[src/rtl/spike_delay_line.sv]
// Per-synapse programmable spike delay line with a serially loaded delay table.
// Optional build macro SPIKE_COUNT_EN adds a registered popcount output (spike_count).
module spike_delay_line #(
    parameter int M  = 24,
    parameter int DW = 2
) (
    input  logic          clk,
    input  logic          reset,
    input  logic          step,
    input  logic [M-1:0]  spikes_in,
    input  logic          cfg_start,
    input  logic          cfg_valid,
    input  logic [DW-1:0] cfg_delay,
    output logic          cfg_busy,
    output logic [M-1:0]  delayed_spikes,
    output logic          out_valid
`ifdef SPIKE_COUNT_EN
    ,
    output logic [$clog2(M+1)-1:0] spike_count
`endif
);

    localparam int H  = (1 << DW) - 1;
    localparam int IW = (M > 1) ? $clog2(M) : 1;

    typedef enum logic {RUN, LOAD} state_t;

    state_t                  state;
    logic [IW-1:0]           idx;
    logic [M-1:0][DW-1:0]    del;
    logic [M-1:0][H-1:0]     hist;
    logic [M-1:0][H-1:0]     next_hist;
    logic [M-1:0]            next_delayed;

    // NOTE: every variable gets a default at the top of always_comb so no path leaves it unassigned (no latch).
    always_comb begin
        next_delayed = '0;
        next_hist    = '0;
        for (int i = 0; i < M; i++) begin
            next_hist[i] = (hist[i] << 1) | H'(spikes_in[i]);
            if (del[i] == '0)
                next_delayed[i] = spikes_in[i];
            else
                next_delayed[i] = hist[i][del[i] - DW'(1)];
        end
    end

`ifdef SPIKE_COUNT_EN
    localparam int CW = $clog2(M + 1);
    logic [CW-1:0] next_count;

    always_comb begin
        next_count = '0;
        for (int i = 0; i < M; i++)
            next_count = next_count + CW'(next_delayed[i]);
    end
`endif

    // NOTE: the delay table is reset like any other register, so an aborted load never leaves stale delays.
    always_ff @(posedge clk or posedge reset) begin
        if (reset) begin
            state          <= RUN;
            idx            <= '0;
            del            <= '0;
            hist           <= '0;
            delayed_spikes <= '0;
            out_valid      <= 1'b0;
            cfg_busy       <= 1'b0;
`ifdef SPIKE_COUNT_EN
            spike_count    <= '0;
`endif
        end else begin
            // NOTE: state is updated with non-blocking assignments so all registers see pre-edge values.
            out_valid <= 1'b0;
            case (state)
                RUN: begin
                    if (cfg_start) begin
                        state          <= LOAD;
                        idx            <= '0;
                        hist           <= '0;
                        delayed_spikes <= '0;
                        cfg_busy       <= 1'b1;
`ifdef SPIKE_COUNT_EN
                        spike_count    <= '0;
`endif
                    end else if (step) begin
                        hist           <= next_hist;
                        delayed_spikes <= next_delayed;
                        out_valid      <= 1'b1;
`ifdef SPIKE_COUNT_EN
                        spike_count    <= next_count;
`endif
                    end
                end
                LOAD: begin
                    // step and cfg_start are deliberately ignored while loading
                    if (cfg_valid) begin
                        del[idx] <= cfg_delay;
                        if (idx == IW'(M - 1)) begin
                            state    <= RUN;
                            idx      <= '0;
                            cfg_busy <= 1'b0;
                        end else begin
                            idx <= idx + IW'(1);
                        end
                    end
                end
            endcase
        end
    end

endmodule

[config.mk]
export PLATFORM = sky130hd
export DESIGN_NAME = spike_delay_line
export DESIGN_NICKNAME = d
export VERILOG_FILES = /design/src/rtl/spike_delay_line.sv
export SDC_FILE = /design/constraint.sdc
export NUM_CORES = 1
export LEC_CHECK = 0
export CORE_MARGIN = 5
export CORE_UTILIZATION = 52
export DETAILED_ROUTE_END_ITERATION = 10
export HOLD_SLACK_MARGIN = 0.15
export PLACE_DENSITY = 0.75
export RECOVER_POWER = 50
export SKIP_LAST_GASP = 1
export SYNTH_ARGS = -nofsm -noshare
export SYNTH_HDL_FRONTEND = slang
export SYNTH_SLANG_ARGS = --single-unit
[constraint.sdc]
create_clock -name clk -period 4.18 [get_ports clk]
set_clock_uncertainty 0.05 [all_clocks]
set_input_delay 0.418 -clock clk [delete_from_list [all_inputs] [get_ports clk]]
set_output_delay 0.418 -clock clk [all_outputs]
set_load 0.005 [all_outputs]
Yosys cells after proc, flatten, opt, wreduce, memory -nomap -nowiden

Index checks and enable logic that the tools add are counted.

Register bits after elaboration: 152
Word-level logic and storage cells: 257

Add/subtract/negate cells: 25
Order comparisons: 26
Eq/ne operators: 4
Muxes and demuxes: 94
Bitwise operators: 25
Reduce and logical (&&, ||, !) cells: 30

Operators by type and width:

| cell                | count |
|---|---|
| $mux 72             | 2 |
| $lt 2x3->1 const B  | 24 |
| $or 3x1->3          | 24 |
| $mux 1              | 57 |
| $bmux 1 s2          | 24 |
| $bwmux 48           | 1 |
| $logic_not 2->1     | 24 |
| $mux 24             | 2 |
| $sub 2x1->2 const B | 24 |
| $mux 5              | 3 |
| $demux 2 s5         | 1 |
| $pmux 5 s2          | 1 |
| $lt 5x6->1 const B  | 1 |
| $reduce_and 2->1    | 3 |
| $add 5x1->5 const B | 1 |
| $eq 5x5->1 const B  | 1 |
| $ge 5x1->1 const B  | 1 |
| $ne 2x2->1 const B  | 2 |
| $pmux 1 s2          | 2 |
| $reduce_and 3->1    | 1 |
| $mux 2              | 1 |
| $ne 2x1->1 const B  | 1 |
| $reduce_bool 2->1   | 1 |
| $logic_and 1x1->1   | 1 |
| $not 1->1           | 1 |

Logic depth before layout (Yosys ltp)

Depth in word-level cells: 6
Depth in mapped cells: 5

Least setup slack after synthesis

No wires, ideal clock.

Kind: reg2reg
Start: register del[24] (netlist name)
End: register delayed_spikes[12]
Arrival: 1362 ps
Data required time: 3998 ps
Setup slack: 2636 ps
Stages on the path, launching flop included: 6
Buffers on the path: 0
Clock period less this slack: 1544 ps
Cells stage by stage: dfrtp_1 inv_1 ha_1 mux2_2 a221oi_1 o21ai_0

Longest elaborated chain between the ends: 6
Elaborated cells between the ends (all ways): 7
Classes of those cells: add/sub (1); mux (5); reduce/logical (1)

Ends and longest elaborated chain:

| element                          | line | RTL |
|---|---|---|
| start: declaration               | 30   | `logic [M-1:0][DW-1:0] del;` |
| start signal: indexed assignment | 98   | `del[idx] <= cfg_delay;` |
| $sub 2x1->2                      | 44   | `next_delayed[i] = hist[i][del[i] - DW'(1)];` |
| $bmux 1 s2                       | 44   |  |
| $mux 1 (implied by the code)     | 44   |  |
| $mux 1 (*)                       | 41   | `if (del[i] == '0)` |
| $mux 24 (*)                      | 86   | `end else if (step) begin` |
| $mux 24 (*)                      | 77   | `if (cfg_start) begin` |
| end signal: assignment           | 88   | `delayed_spikes <= next_delayed;` |
| end: declaration                 | 15   | `output logic [M-1:0] delayed_spikes,` |

Mark *: on every way between the ends. The rest lies on a longest branch, timed or not. The select of a mux whose other input is x is not followed.
A chain may end at the register's enable or synchronous reset.

==> flow_summary.toml <==
[global_route]
grt_pass1_wl_um = 24600
grt_pass1_vias = 5065
antenna_found_initial = 0
met1_usage = 0.250
grt_max_degree = 98
grtUsageMet3 = 0.0495
grt.overflow.total = 0
use_met2 = 0.307
grt_usage = 0.190
busiest_layer = "met2"

[timing]
period_minus_slack_ns = 2.64
setup-violations-final = 0
hold_viol_final = 0
setup_ws_ns = 1.54
fin_setup_tns_ns = 0
period_share = 0.632
max_freq_mhz = 378
drv_slew = 40
max_slew_margin = -0.235
rsz0062_at_grt = "no"
worstMarginPinSlew_ns = 1.84

[route]
viasPerCell = 5.68
wire_per_inst_um = 16.8
vias = 4820
drt-initial-drc-count = 353
dr.pass1.iters = 6
drc = 0
routed_wl_um = 14300
drtAntennaViolNets = 0

[setup_path]
critPathRequiredTime_ns = 4.50
critPathCaptureType = "async pin"
ff2ff_setup_slack_ns = 1.97
r2r-end = "delayed_spikes[15]$_DFFE_PP0P_"
startpoint_type = "input port"
worst-setup-path-type = "in2async"
reg2reg_from = "state$_DFF_PP0_"
max_stage_delay_ns = 1.06
arrival_ns = 2.96
worst_r2r_path_depth = 4
worstPathCellList = "dlygate4sd3_1 -> clkinvlp_2 -> clkbuf_1"
slowest_stage = "clkinvlp_2"
crit_fanout = 40

[yosys]
synthCells = 608
yosysSeqAreaShare = 0.542
synth.distinct_cells = 25
synth_area_leaders = "dfrtp_1, mux2_2, a22o_1, ha_1, inv_1"
synth.net_count = 667
post_synth_xor_area_fraction = 0.00249
synth_compound_area_frac = 0.160
synth_top_family_by_area = "compound AO/OA/AOI/OAI gates"
yosysWarnings = 0
yosys.area_share.simple = 0.0727
synth_fa_ha_area_frac = 0.0499
synth.avg_cell_area_um2 = 11.6
synth_top_area_frac = 0.542
synthMuxAreaShare = 0.115
synthesis.area_um2 = 7020
ys_ff_latch = 152
yosys.area.top_type = "dfrtp_1"

[clocking]
cts_max_path_buffers = 2
path_clk_slew_ns = 0.06
cts_tree = "done"
root_buffer = "clkbuf_16"
cts_sinks = 152
clkLatencyLatePin_ns = 0.42
ctsHoldBuffers = 0
cts_resized = 0
h-tree-depth = 4
post-cts-setup-buffers = 0
cts_made_buffers = 17

[pwr]
p_per_area_nw_per_um2 = 599
ir_drop_uv = 342
p_leak_nw = 3.96

[die]
core_area_um2 = 13200
fp-row-count = 42
start_util = 0.530
io_pins = 57
die_h_um = 126
die_area_um2 = 15900
fp.dieW_um = 126

[place]
dp_slack_ns = 1.62
dpl.hpwl_um = 9150
gp_congestion = 0.845
portBuffers = 56
dpl_cell_area_um2 = 7760

[worst_hold_path]
hold_start = "delayed_spikes[1]$_DFFE_PP0P_"
min_path_type = "reg2reg"
min_to = "delayed_spikes[1]$_DFFE_PP0P_"
hold_depth = 2

[cells_and_area]
antenna_cells = 0
layout-drive-gt1-share = 0.171
layout_commonest_cell = "dfrtp_1"
design_area_um2 = 8370
mostFrequentLayoutCells = "dfrtp_1, inv_1, a22o_1, mux2_2, clkdlybuf4s50_1"
nets = 719
area_growth_pct = 19.1

[status]
status = "finished, violations left"
violations = "max-capacitance violations, max-slew violations"

[job]
drv_cap = 1
==> critical path, delay by kind of cell <==
family   cells  cell delay, ns
buf+inv      3            2.51
==> stage by stage <==
stage / total power [mW] / cells / hold slack, ns / util
floorplan: 3.04 / 608 / 0.419 / -
global placement: 3.33 / 817 / 0.418 / 0.586
detailed placement: 3.44 / 817 / 0.423 / 0.586
CTS: 5.06 / 849 / 0.437 / 0.632
global route: 5.34 / 849 / 0.464 / 0.632
finish: 5.01 / 849 / 0.431 / 0.632
==> final cells by class <==
| cell class | instances | area [um^2] |
|---|---|---|
| Clock buffer | 18 | 439 |
| Sequential cell | 152 | 3800 |
| Tap cell | 176 | 220 |
| Fill cell | 1037 | 4880 |
| Multi-Input combinational cell | 352 | 2820 |
| Clock inverter | 14 | 174 |
| Timing Repair Buffer | 61 | 619 |
| Inverter | 76 | 287 |
==> per-layer routing <==
metal  share of wire  routed length, um
met3           0.039                554
met4           0.020                287
met5               0                  0
met2            0.50               7100
met1            0.44               6340
==> logic make-up after synthesis <==
logic type | after synthesis
AO/OA/AOI/OAI | 150
XOR/XNOR | 2
adder cells (fa/ha/maj) | 28
buffers and inverters | 104
flip-flops | 152
multiplexers | 72
AND/OR/NAND/NOR | 100
==> power by group <==
part,switching (mW),internal (mW)
sequential,0.283,1.80
combinational,0.625,0.732
clock,0.621,0.956
total,1.53,3.49
==> cells in the mapped netlist <==
cell type and instances:
o21ai_0 42, buf_2 15, nand3b_1 2, and2_1 1, nor2b_1 24, a221oi_1 24, nor3_1 1, nand4b_1 1
ha_1 28, o21ai_1 10, and3_1 4, nand2b_1 1, a22o_1 72, dfrtp_1 152, xnor2_1 1, nor3b_2 4
a31o_2 1, o21bai_2 1, nor2_1 10, mux2_2 72, xor2_1 1, nand3_1 9, inv_1 76, nand2_1 43
clkbuf_1 13
==> sequential cells by signal, indices dropped and copies added (netlist names) <==
name,flops
delayed_spikes,24
idx,5
cfg_busy,1
out_valid,1
state,1
hist,72
del,48
==> worst max-delay path by stage <==
stage / start / endpoint / slack (ns) / cells after the start
after floorplan: reset / cfg_busy$_DFFE_PP0P_ / 1.80 / 1
after global placement: cfg_start / delayed_spikes[16]$_DFFE_PP0P_ / 1.78 / 5
after detailed placement: cfg_start / delayed_spikes[9]$_DFFE_PP0P_ / 1.62 / 5
after CTS: state$_DFF_PP0_ / delayed_spikes[15]$_DFFE_PP0P_ / 2.03 / 4
after global routing: reset / cfg_busy$_DFFE_PP0P_ / 0.95 / 3
final: reset / cfg_busy$_DFFE_PP0P_ / 1.54 / 3
Note: power is estimated with default switching activity, not from simulation.
==> edit 1: new RTL, same settings <==
Register the output `delayed_spikes` once more, with the module's reset; this adds one clock of latency there. The other outputs are not delayed to match.
--- a/src/rtl/spike_delay_line.sv
+++ b/src/rtl/spike_delay_line.sv
@@ -24,6 +24,8 @@
     localparam int IW = (M > 1) ? $clog2(M) : 1;
 
     typedef enum logic {RUN, LOAD} state_t;
+
+    logic [M-1:0] delayed_spikes_s0;
 
     state_t                  state;
     logic [IW-1:0]           idx;
@@ -63,7 +65,7 @@
             idx            <= '0;
             del            <= '0;
             hist           <= '0;
-            delayed_spikes <= '0;
+            delayed_spikes_s0 <= '0;
             out_valid      <= 1'b0;
             cfg_busy       <= 1'b0;
 `ifdef SPIKE_COUNT_EN
@@ -78,14 +80,14 @@
                         state          <= LOAD;
                         idx            <= '0;
                         hist           <= '0;
-                        delayed_spikes <= '0;
+                        delayed_spikes_s0 <= '0;
                         cfg_busy       <= 1'b1;
 `ifdef SPIKE_COUNT_EN
                         spike_count    <= '0;
 `endif
                     end else if (step) begin
                         hist           <= next_hist;
-                        delayed_spikes <= next_delayed;
+                        delayed_spikes_s0 <= next_delayed;
                         out_valid      <= 1'b1;
 `ifdef SPIKE_COUNT_EN
                         spike_count    <= next_count;
@@ -109,5 +111,13 @@
         end
     end
 
+    always_ff @(posedge clk or posedge reset) begin
+        if (reset) begin
+            delayed_spikes <= '0;
+        end else begin
+            delayed_spikes <= delayed_spikes_s0;
+        end
+    end
+
 endmodule
 
Function: changed (a bounded check fails within 4 cycles, from zero or initial values and one cycle with reset high).
==> edit 1 against the original RTL <==
- the run still ends with max-capacitance violations, max-slew violations left
- non-clock buffer count shrank 1
- worst hold slack lost 0.11 ns
- synthesized area grew 9.4%
- clock power shrank 7%
- final area grew 6.4%
- sequential cell count grew 24
- sequential power grew 20%
- wire length grew 2.7%
- highest routed layer unchanged
- power grew 11%
- via count grew 1.1%
- first-iteration DRC count shrank 9.3%
- largest power group unchanged
- worst setup slack lost 0.054 ns
==> edit 1: results (changes against the original RTL) <==
* R2R setup slack at 1.94 ns (was 1.97 ns)
* Crit Path Max Fanout at 176 (was 40)
* Met3 GRT Util at 0.0417 (was 0.0495)
* Top cells by count, synth: dfrtp_1 (176), a22o_1 (72), mux2_2 (72) (was dfrtp_1 (152), inv_1 (76), a22o_1 (72), mux2_2 (72), nand2_1 (43))
* Leak pwr at 0.00417 uW (was 0.00396 uW)
* Outcome: finished with violations (unchanged)
* Worst VDD drop at 0.331 mV (was 0.342 mV)
* Vias in the first global route at 5,045 (was 5,065)
* Tightest Pin Transition at 2.31 ns (was 1.84 ns)
* Mapped Nets at 646 (was 667)
* Distinct cells, synth at 30 (was 25)
* Share of cells above drive strength 1 at 0.172 (was 0.171)
* WL met3 at 617 microns (was 554 microns)
* Crit path DAT at 2.70 ns (was 2.96 ns)
* Max-Cap Viols at 1 (unchanged)
* Slowest stage cell, crit path: clkbuf_4 (was clkinvlp_2)
* Top cells by area, synth: dfrtp_1 (57%), mux2_2 (11%), a22o_1 (8.2%) (was dfrtp_1 (54%), mux2_2 (12%), a22o_1 (9.0%))
* DR iter-0 viols at 320 (was 353)
* Violated checks: max-capacitance violations, max-slew violations (unchanged)
* Metal-1 WL at 6620 microns (was 6340 microns)
* WHS Path Cells at 0 (was 2)
* First-pass DRT Iterations at 4 (was 6)
* Filler instances at 1,108 (was 1,037)
* Gr usage total at 0.177 (was 0.190)
* Routability cong. at 0.795 (was 0.845)
* First-pass GRT wire length at 25,200 microns (was 24,600 microns)
* Pin count of the biggest net entering global routing at 177 (was 98)
* Final WL at 14,700 microns (was 14,300 microns)
* Met2 wire length at 7160 microns (was 7100 microns)
* Hold path start: delayed_spikes_s0[7] (was delayed_spikes[1])
* Largest registers: hist x72, del x48 (was hist x72, del x48, delayed_spikes x24)
* Final Max Slew Viols at 177 (was 40)
## edit 1: cell types whose count changed in the layout (fill, tap and decap cells not counted), moves of 24 or more
| cell | unedited run | this run |
|---|---|---|
| a32o_1 | 0 | 24 |
| a221oi_1 | 24 | 0 |
| nand2b_1 | 1 | 25 |
| inv_1 | 75 | 51 |
| dfrtp_1 | 152 | 176 |
| o21ai_0 | 42 | 5 |
| a221o_1 | 0 | 24 |
## edit 1: cell type report
class                   count  area share
clock inverters             6     0.00337
repair buffers             60      0.0678
inverters                  52      0.0224
flip-flops and latches    176       0.495
clock buffers              25      0.0579
well taps                 184      0.0259
multi-input cells         331       0.328
## edit 1: cell families (layout without fill, tap and decap cells)
logic type      count (synthesis)  count (layout)  synth area share
flops                         176             176             0.573
compound gates                129             129             0.152
simple gates                  100             100            0.0736
buf+inv                        80             143            0.0479
mux                            73              73             0.107
fa+ha+maj                      28              28            0.0456
xor+xnor                        1               1           0.00114
## edit 1: worst max path at each step
stage               depth (start not counted)      start  slack, ns                     to
CTS                                         4      state       1.93  delayed_spikes_s0[15]
floorplan                                   1      reset       1.46               cfg_busy
global route                                3      reset       0.97               hist[52]
global placement                            5  cfg_start       1.66  delayed_spikes_s0[23]
finish                                      3      reset       1.48               hist[70]
detailed placement                          5  cfg_start       1.56  delayed_spikes_s0[15]
## edit 1: where the power goes
part | internal, uW | switching [uW]
logic | 944 | 667
registers | 2160 | 331
clock network | 846 | 620
total | 3940 | 1620
## edit 1: per-stage QoR
stage	std cells	cell area [sq um]	worst slack, ns	hold slack [ns]
final	834	8900	1.48	0.322
after global routing	834	8900	0.975	0.336
after CTS	834	8920	1.93	0.325
after detailed placement	803	8370	1.56	0.313
after global placement	803	8370	1.66	0.311
after floorplan	587	7690	1.46	0.304
==> edit 2: new RTL, config.mk and constraints unchanged <==
Made on the original files. Build with the macro `SPIKE_COUNT_EN` defined.
--- a/src/rtl/spike_delay_line.sv
+++ b/src/rtl/spike_delay_line.sv
@@ -1,5 +1,7 @@
 // Per-synapse programmable spike delay line with a serially loaded delay table.
 // Optional build macro SPIKE_COUNT_EN adds a registered popcount output (spike_count).
+`define SPIKE_COUNT_EN
+
 module spike_delay_line #(
     parameter int M  = 24,
     parameter int DW = 2
Check against the original RTL (old outputs only; new: spike_count): same outputs for any inputs over 4 cycles, from zero or initial values and one cycle with reset high; that may be too few to reach the edited logic, so the function may still have changed.
==> edit 2 against the original RTL <==
- the run ends with max-capacitance violations, max-slew violations, negative setup slack left
- wire length rose by 31%
- sequential cell count rose by 5
- synthesized area rose by 11%
- worst setup slack got worse by 2.3 ns
- cell count rose by 15%
- final area rose by 18%
Power is not compared: it rests on default switching activity, and its combinational part moved more than twofold at a synthesized area within 25%.
==> edit 2: results (changes against the original RTL) <==
* Area fraction of the dominant cell type after synthesis at 0.505 (was 0.542)
* Placed insts at 933 (was 817)
* Vias at 5,668 (was 4,820)
* First-pass GRT wire length at 30,600 microns (was 24,600 microns)
* DR iter-0 viols at 406 (was 353)
* Setup violators final at 5 (was 0)
* Mapped Nets at 727 (was 667)
* Outcome: finished with violations (unchanged)
* Final Max Slew Viols at 84 (was 40)
* Grt met2 use at 0.359 (was 0.307)
* Post-place setup slack at -0.705 ns (was 1.62 ns)
* Filler instances at 1,033 (was 1,037)
* Violated checks: max-capacitance violations, max-slew violations, negative setup slack (was max-capacitance violations, max-slew violations)
* Pin count of the biggest net entering global routing at 84 (was 98)
* Gr usage total at 0.217 (was 0.190)
* WL met3 at 810 microns (was 554 microns)
* Port buffer count at 61 (was 56)
* Final WS setup at -0.733 ns (was 1.54 ns)
* Routability cong. at 0.805 (was 0.845)
* Dominant delay contributor by cell family on the critical path: adder cells (was buffers and inverters)
* Vias/cell at 5.83 (was 5.68)
* # nets final at 860 (was 719)
* Top cells by count, synth: dfrtp_1 (157), a22o_1 (81), inv_1 (72) (was dfrtp_1 (152), inv_1 (76), a22o_1 (72), mux2_2 (72), nand2_1 (43))
* Synthesized instance count at 645 (was 608)
* Met1 usage at 0.284 (was 0.250)
* Metal-1 WL at 8040 microns (was 6340 microns)
* Max-Cap Viols at 1 (unchanged)
edit 2: cell count changes after synthesis, sizes merged, moves of 7 or more:
cell	unedited run	this run
a221oi	24	0
nor2b	24	0
a22o	72	81
fa	0	17
o311ai	0	7
nand2	43	66
or4bb	0	7
o311a	0	17
mux2	72	48
o21ai	52	21
nand4bb	0	17
mux2i	0	26
edit 2: final timing paths:
path                            slack (ns)  depth (start not counted)                from            endpoint
worst max register to register       -0.73                         15             del[11]      spike_count[4]
max in group asynchronous             0.82                          3               reset            hist[11]
min in group asynchronous             0.71                          2               reset            hist[40]
worst min-delay path                  0.43                          2  delayed_spikes[17]  delayed_spikes[17]
worst max-delay path                 -0.73                         15             del[11]      spike_count[4]
worst min register to register        0.43                          2  delayed_spikes[17]  delayed_spikes[17]
edit 2: final cells by class:
class | instances | share of cell area
clock buffers | 19 | 0.0448
inverters | 72 | 0.0275
well taps | 184 | 0.0233
repair buffers | 145 | 0.128
multi-input cells | 385 | 0.364
clock inverters | 11 | 0.0147
flip-flops and latches | 157 | 0.398
edit 2: worst reg2reg max path, delay by kind of cell, from the launching register on:
family,cells,cell delay [ns]
DFF,1,0.38
muxes,1,0.12
AOI/OAI and AO/OA,4,0.83
adders and majority gates,8,3.23
buffers and inverters,2,0.15
edit 2: what timing repair did:
action / 4_1_cts / 5_1_grt
endpoints found under the setup margin: 5 / 5
gates cloned: 0 / 0
setup buffers: 6 / 6
gates resized for setup: 12 / 8
pin swaps: 12 / 9
edit 2: cell families after synthesis:
kind of cell / count (synthesis) / synth area share
simple gates: 122 / 0.0903
mux: 74 / 0.103
fa+ha+maj: 51 / 0.0985
flops: 157 / 0.505
compound gates: 137 / 0.144
buf+inv: 103 / 0.0579
xor+xnor: 1 / 0.00113
